### config.mk
export PLATFORM = sky130hd
export DESIGN_NAME = sha256_msg_sched
export DESIGN_NICKNAME = d
export VERILOG_FILES = /design/src/rtl/sha256_pkg.sv /design/src/rtl/low_sigma_0_func.sv /design/src/rtl/low_sigma_1_func.sv /design/src/rtl/sha256_msg_sched.sv
export SDC_FILE = /design/constraint.sdc
export NUM_CORES = 1
export LEC_CHECK = 0
export CAP_MARGIN = 20
export CORE_MARGIN = 2
export CORE_UTILIZATION = 50
export CTS_CLUSTER_DIAMETER = 30
export CTS_CLUSTER_SIZE = 40
export DETAILED_ROUTE_END_ITERATION = 6
export PLACE_DENSITY_LB_ADDON = 0.3
export SLEW_MARGIN = 30
export SYNTH_ARGS = -nofsm -noshare
export SYNTH_HDL_FRONTEND = slang
export SYNTH_SLANG_ARGS = --single-unit
### constraint.sdc
create_clock -name clk -period 8.4 [get_ports clk]
set_clock_uncertainty 0.05 [all_clocks]
set_input_delay 0.84 -clock clk [delete_from_list [all_inputs] [get_ports clk]]
set_output_delay 0.84 -clock clk [all_outputs]
set_load 0.02 [all_outputs]
### src/rtl/sha256_pkg.sv
// Shared types and constants for the SHA-256 message schedule datapath.
package sha256_pkg;

    localparam int WORDS  = 16;
    localparam int ROUNDS = 64;

    typedef logic [31:0] word_t;

    typedef enum logic [1:0] {
        ST_IDLE = 2'd0,
        ST_LOAD = 2'd1,
        ST_EMIT = 2'd2,
        ST_DONE = 2'd3
    } sched_state_t;

endpackage

### src/rtl/low_sigma_0_func.sv
// SHA-256 small sigma 0: ROTR7 ^ ROTR18 ^ SHR3.
// Purely combinational, no latency, no flow control.
module low_sigma_0_func
    import sha256_pkg::*;
(
    input  word_t i_x,
    output word_t o_y
);

    assign o_y = {i_x[6:0],  i_x[31:7]}
               ^ {i_x[17:0], i_x[31:18]}
               ^ {3'b000,    i_x[31:3]};

endmodule

### src/rtl/low_sigma_1_func.sv
// SHA-256 small sigma 1: ROTR17 ^ ROTR19 ^ SHR10.
// Purely combinational, no latency, no flow control.
module low_sigma_1_func
    import sha256_pkg::*;
(
    input  word_t i_x,
    output word_t o_y
);

    assign o_y = {i_x[16:0], i_x[31:17]}
               ^ {i_x[18:0], i_x[31:19]}
               ^ {10'd0,     i_x[31:10]};

endmodule

### src/rtl/sha256_msg_sched.sv
// Loads 16 message words, then streams W[0..63] using a 16-entry rolling buffer.
// W[0] one cycle after the 16th input; 1 word/cycle, holds output while out_ready is low.
module sha256_msg_sched
    import sha256_pkg::*;
#(
    parameter int ROUNDS = 64
) (
    input  logic        clk,
    input  logic        rst_n,
    input  logic        start,
    input  logic        in_valid,
    output logic        in_ready,
    input  logic [31:0] in_word,
    output logic        out_valid,
    input  logic        out_ready,
    output logic [31:0] out_word,
    output logic [5:0]  out_idx,
    output logic        busy,
    output logic        done
);

    localparam logic [5:0] LAST_T = 6'(ROUNDS - 1);

    sched_state_t r_state;
    sched_state_t w_state_nxt;
    logic [3:0]   r_cnt;
    logic [5:0]   r_t;
    word_t        r_buf [WORDS];

    logic         w_in_hs;
    logic         w_out_hs;
    logic [3:0]   w_slot;
    word_t        w_s0;
    word_t        w_s1;
    word_t        w_sched;
    word_t        w_out_word;

    assign w_in_hs  = in_valid  & in_ready;
    assign w_out_hs = out_valid & out_ready;
    assign w_slot   = r_t[3:0];

    always_ff @(posedge clk or negedge rst_n) begin
        if (!rst_n) r_state <= ST_IDLE;
        else        r_state <= w_state_nxt;
    end

    always_comb begin
        w_state_nxt = r_state;
        case (r_state)
            ST_IDLE: if (start) w_state_nxt = ST_LOAD;
            ST_LOAD: if (w_in_hs && r_cnt == 4'd15) w_state_nxt = ST_EMIT;
            ST_EMIT: if (w_out_hs && r_t == LAST_T) w_state_nxt = ST_DONE;
            ST_DONE: w_state_nxt = ST_IDLE;
            default: w_state_nxt = ST_IDLE;
        endcase
    end

    always_comb begin
        in_ready  = (r_state == ST_LOAD);
        out_valid = (r_state == ST_EMIT);
        busy      = (r_state != ST_IDLE);
        done      = (r_state == ST_DONE);
    end

    always_ff @(posedge clk or negedge rst_n) begin
        if (!rst_n) begin
            r_cnt <= 4'd0;
            r_t   <= 6'd0;
        end else begin
            case (r_state)
                ST_IDLE: if (start) begin
                    r_cnt <= 4'd0;
                    r_t   <= 6'd0;
                end
                ST_LOAD: if (w_in_hs) begin
                    r_cnt <= r_cnt + 4'd1;
                    r_t   <= 6'd0;
                end
                ST_EMIT: if (w_out_hs) r_t <= r_t + 6'd1;
                default: ;
            endcase
        end
    end

    // Slot t%16 holds W[t-16] until it is overwritten by W[t] on the handshake.
    always_ff @(posedge clk) begin
        if (r_state == ST_LOAD && w_in_hs)
            r_buf[r_cnt] <= in_word;
        else if (r_state == ST_EMIT && w_out_hs && r_t[5:4] != 2'b00)
            r_buf[w_slot] <= w_sched;
    end

    low_sigma_0_func u_s0 (
        .i_x (r_buf[4'(w_slot + 4'd1)]),
        .o_y (w_s0)
    );

    low_sigma_1_func u_s1 (
        .i_x (r_buf[4'(w_slot - 4'd2)]),
        .o_y (w_s1)
    );

    assign w_sched = w_s1 + r_buf[4'(w_slot + 4'd9)] + w_s0 + r_buf[w_slot];

    always_comb begin
        w_out_word = '0;
        if (out_valid)
            w_out_word = (r_t[5:4] == 2'b00) ? r_buf[w_slot] : w_sched;
    end

    assign out_word = w_out_word;
    assign out_idx  = out_valid ? r_t : 6'd0;

endmodule

Word level (Yosys, flattened, before mapping)
Memories as Yosys holds them, arrays and structs flattened.
Cells that the tools add are included.
{"block": "word_totals", "ff_bits": 12, "output_inout_bits": 42, "wordCells": 65, "memories": 1, "mem_bits_rw": 512, "in_bits": 37}
{"name": "r_buf", "depth": 16, "word_bits": 32, "rd": 4, "rd_clocked_by_memory_dff": 0, "wr": 1, "line": "sha256_msg_sched.sv:28", "text": "word_t r_buf [WORDS];"}
{"block": "classes", "bitwise_logic": 6, "n_reduce_logical": 15, "eq_ne": 10, "muxes": 22, "add_sub_neg": 8}
{"operator": "32-bit adder", "count": 3}
{"operator": "32-bit 2-to-1 mux", "count": 3}
{"operator": "32-bit bitwise XOR", "count": 2}
{"operator": "32-bit OR reduction", "count": 1}
{"operator": "32-bit by 22-bit bitwise XOR with 32-bit output", "count": 1}
{"operator": "32-bit by 29-bit bitwise XOR with 32-bit output", "count": 1}
{"operator": "6-bit 2-to-1 mux", "count": 4}
{"operator": "6-bit case mux with 3 select lines", "count": 1}
{"operator": "4-bit 2-to-1 mux", "count": 3}
{"operator": "4-bit by 1-bit adder with 4-bit output, second input constant", "count": 2}
{"operator": "2-bit by 1-bit != test with 1-bit output, second input constant", "count": 4}
{"operator": "2-bit case mux with 4 select lines", "count": 1}
{"operator": "4-bit case mux with 2 select lines", "count": 1}
{"operator": "6-bit by 1-bit adder with 6-bit output, second input constant", "count": 1}
{"operator": "6-bit equality test, second input constant", "count": 1}
{"operator": "1-bit 2-to-1 mux", "count": 6}
{"operator": "2-bit 2-to-1 mux", "count": 3}
{"operator": "3-bit AND reduction", "count": 2}
{"operator": "2-bit nonzero test", "count": 3}
{"operator": "1-bit logical AND", "count": 5}
{"operator": "4-bit adder, second input constant", "count": 1}
{"operator": "2-bit equality test, second input constant", "count": 2}
{"operator": "4-bit equality test, second input constant", "count": 1}
{"operator": "2-bit zero test", "count": 2}
{"operator": "other kinds (6)", "count": 7}

Longest topological paths before layout
{"block": "depth", "depth_word": 9, "mapped_depth": 24, "depth_no_buf": 22}

Modules after synthesis
A second synthesis with hierarchy kept.
{"block": "unflattened", "cells_unflattened": 1975, "area_unflattened_um2": 34126.5}
{"mod": "sha256_msg_sched", "cells_each": 1911, "n_inst": 1, "area_each_um2": 32785.2, "seq_area_each_um2": 15675.0}
{"mod": "low_sigma_0_func", "cells_each": 32, "n_inst": 1, "area_each_um2": 730.7, "seq_area_each_um2": 0.0}
{"mod": "low_sigma_1_func", "cells_each": 32, "n_inst": 1, "area_each_um2": 610.6, "seq_area_each_um2": 0.0}

Least setup slack after synthesis
OpenSTA, ideal clock, no wires.
{"block": "synth_path", "kind": "register to output", "startpoint": "register r_t[0]", "endpoint": "output port out_word[29]", "required_time_ps": 7510, "n_path_buf": 5, "path_stages_with_launch": 24, "arrival_time_ps": 6508, "setup_slack_ps": 1002, "cell_sequence": "dfrtp_1 buf_6 buf_2 buf_2 buf_2 buf_2 mux4_2 mux4_2 xnor2_1 fa_1 fa_1 inv_1 ha_1 inv_1 fa_1 nor2b_1 o2111ai_1 a211o_1 a21o_1 a21oi_1 o41ai_1 o21a_1 xor2_1 a211oi_1"}
{"block": "synth_between", "elab_chain_len": 9, "word_cells_on_any_way": 13, "classes_between": "add/sub: 6; mux: 2; bitwise: 4; memory: 1"}
{"item": "start, declared", "line": "sha256_msg_sched.sv:27", "text": "logic [5:0] r_t;"}
{"item": "start signal, assigned", "line": "sha256_msg_sched.sv:79", "text": "ST_EMIT: if (w_out_hs) r_t <= r_t + 6'd1;"}
{"item": "4-bit by 2-bit subtractor with 4-bit output", "line": "sha256_msg_sched.sv:99", "text": ".i_x (r_buf[4'(w_slot - 4'd2)]),"}
{"item": "memory 16 x 32 bit (*)"}
{"item": "32-bit bitwise XOR", "line": "low_sigma_1_func.sv:11", "text": "^ {i_x[18:0], i_x[31:19]}"}
{"item": "32-bit by 22-bit bitwise XOR with 32-bit output", "line": "low_sigma_1_func.sv:12", "text": "^ {10'd0, i_x[31:10]};"}
{"item": "32-bit adder (3 in series)", "line": "sha256_msg_sched.sv:103", "text": "assign w_sched = w_s1 + r_buf[4'(w_slot + 4'd9)] + w_s0 + r_buf[w_slot];"}
{"item": "32-bit 2-to-1 mux (*)", "line": "sha256_msg_sched.sv:108", "text": "w_out_word = (r_t[5:4] == 2'b00) ? r_buf[w_slot] : w_sched;"}
{"item": "32-bit 2-to-1 mux (*)", "line": "sha256_msg_sched.sv:107", "text": "if (out_valid)"}
{"item": "end, declared", "line": "sha256_msg_sched.sv:16", "text": "output logic [31:0] out_word,"}
Mark *: on every way between the ends. The rest lies on a longest branch, timed or not.

Worst setup path after layout
{"block": "layout_path", "startpoint": "register r_t[1]", "endpoint": "output port out_word[30]"}
Same word-level chain as after synthesis.

==> flow_summary.yaml <==
floorplan:
  die_w_um: 263
  die_height_um: 263
  coreArea_mm2: 0.0661
  initial_core_util: 0.507
  fp-row-count: 94
  pin_count: 79
  die_area_mm2: 0.0691
drt:
  firstDrtPassIters: 5
  viasPerCell: 7.17
  remaining_drc_errors: 0
  finalWirelength_mm: 106
  wl_per_cell_um: 34.0
  drt_iter0_drc: 3143
  vias: 22300
  postRouteAntennaNets: 0
clock_network:
  clk_pin_slew_worst_paths_ns: 0.05
  clock_sinks: 524
  cts_tree: "yes"
  clockBufferDepth: 3
  cts_root_buf: "clkbuf_16"
  clock_latency_ns: 0.67
  htreeDepth: 3
  numCtsBuffers: 110
synth:
  synth-async-reset-ratio: 0.0229
  synth.area.top_cells: "edfxtp_1 46%, mux4_2 34%, fa_1 3.7%"
  synth-seq-cells: 524
  netlist_instances: 1981
  yosys_most_used_dff: "edfxtp_1"
  yosysUniqueCellTypes: 61
  yosysTopAreaCellShare: 0.459
  yosysWarnings: 0
  seq_area_frac_synth: 0.468
  synth_area_mm2: 0.0335
  synth_edf_count: 512
  syn_area_per_cell_um2: 16.9
  postSynthNetCount: 2120
  synth_top_area_cell: "edfxtp_1"
setup_path:
  crit_type: "reg2out"
  worstPathMaxFanout: 28
  arrival_ns: 7.39
  critPathLaunchType: "flip-flop"
  critPathRequiredTime_ns: 7.51
  worstSetupEndpointType: "output pin"
finish:
  area_delta_synth_final_pct: 20.2
  drive_gt1_frac: 0.395
  final_core_util: 0.610
  fillCellCount: 4726
  multiInputGateArea_mm2: 0.0172
  most-common-layout-cells: "512 x edfxtp_1, 510 x mux4_2, 136 x inv_1"
  fin_cells: 3110
  diodes: 0
  final_common_cell: "edfxtp_1"
  nets: 2291
  seq_area_mm2: 0.0157
placed_design:
  hpwlAfterDp_mm: 70.6
  port_buffers: 78
  dp_cells: 2887
  gp_congestion: 1.02
global_routing:
  overflow: 0
  use_met2: 0.472
  use_met1: 0.416
  met3_usage: 0.0715
  grt_pass1_vias: 22100
  antenna_found_initial: 0
  grt_max_degree: 116
  busiest_layer: "met2"
  grt_usage: 0.306
  grt_pass1_wl_mm: 153
timing:
  hold_viol_final: 0
  fin_setup_tns_ns: 0
  fmax_mhz: 121
  worst_pin_slew_ns: 0.979
  rsz0062_at_grt: "yes"
  finalCritPeriodShare: 0.986
  drv_slew: 0
  fin_crit_ns: 8.28
  slew_headroom: 0.344
  setup_viol: 0
run_status:
  status: "complete, no violations"
hold_path:
  hp-class: "in2async"
job:
  maxCapViolCount: 0
-- cell families (layout without fill, tap and decap cells) --
| group | count (synthesis) | in the layout | synth area share |
|---|---|---|---|
| buf+inv | 274 | 539 | 0.0330 |
| flops | 524 | 524 | 0.468 |
| mux | 520 | 520 | 0.346 |
| xor+xnor | 147 | 147 | 0.0389 |
| fa+ha+maj | 102 | 102 | 0.0520 |
| compound gates | 155 | 155 | 0.0294 |
| simple gates | 259 | 259 | 0.0333 |
-- sequential cells by signal, indices dropped and copies added (netlist names) --
name,cells
r_cnt,4
r_state,2
r_t,6
r_buf,512
-- synthesized netlist by cell type (5+ instances only) --
library cell  count
and3_1            7
ha_1             40
nor3_1           10
xor2_1           70
o31ai_1           5
buf_1            27
nor2_1           61
o21ai_0          33
nand3_1          19
a21oi_1          44
a211oi_1          6
mux4_2          510
dfrtp_1          12
fa_1             62
nand4_1           6
buf_2            51
o21a_1            5
nand2_1         130
inv_1           136
a21boi_0          5
xnor2_1          75
a31oi_1          12
a21o_1           16
clkbuf_1         56
and2_1            5
edfxtp_1        512
mux2_2            8
-- path summary, 6_finish.rpt --
path	cells past startpoint	slack, ns	to	start
max reg2reg	22	1.15	r_buf[6][30]	r_t[1]
min reg2reg	1	0.53	r_state[1]	r_state[1]
max	21	0.12	out_word[30]	r_t[1]
min in group clk	1	0.53	r_state[1]	r_state[1]
min	1	0.53	r_t[2]	rst_n
max in group asynchronous	1	7.31	r_t[0]	rst_n
-- final cells by class --
class / instances / area share
Timing Repair Buffer: 196 / 0.0512
Clock inverter: 86 / 0.0234
Tap cell: 864 / 0.0268
Multi-Input combinational cell: 1183 / 0.426
Inverter: 137 / 0.0128
Clock buffer: 120 / 0.0703
Sequential cell: 524 / 0.389
-- per-layer routing --
metal	wire [µm]	vias up	part of all wire
met4	5310	0	0.050
met2	49700	1841	0.47
met5	0	-	0
met1	37900	11600	0.36
met3	12800	316	0.12
li1	-	8549	-
-- repair_timing --
action                     CTS  global route
setup buffers                2            11
pin swaps                    2             2
setup endpoints to repair   14            18
hold buffers                 0             0
resized for setup           34            31
gates cloned                 1             3
-- worst max-delay path, cell delays in order, from the launching register on --
cell             delay [ns]
dfrtp_4                0.55
ha_4                   0.36
buf_6                  0.21
buf_12                 0.22
mux4_2                 0.36
mux4_2                 0.63
xor2_1                 0.23
xnor2_2                0.28
fa_1                   0.46
fa_1                   0.49
inv_1                  0.05
ha_1                   0.37
and4_1                 0.25
nand3_1                0.10
or4_1                  0.62
nand2_1                0.16
a41o_1                 0.27
o41ai_2                0.09
buf_4                  0.15
or4_1                  0.42
nand3_2                0.14
clkdlybuf4s15_2        0.28
-- per-stage QoR --
stage	hold slack (ns)	area (µm²)	setup WS, ns
after floorplan	0.450	33500	1.00
after global placement	0.473	36000	0.136
after detailed placement	0.516	36000	0.154
after CTS	0.518	39900	-0.0468
after global routing	0.568	40300	-0.0184
final	0.526	40300	0.115
Power is left out: the tool's default activity adds up to more than one toggle a clock period on the data nets, which glitch-free logic cannot reach.
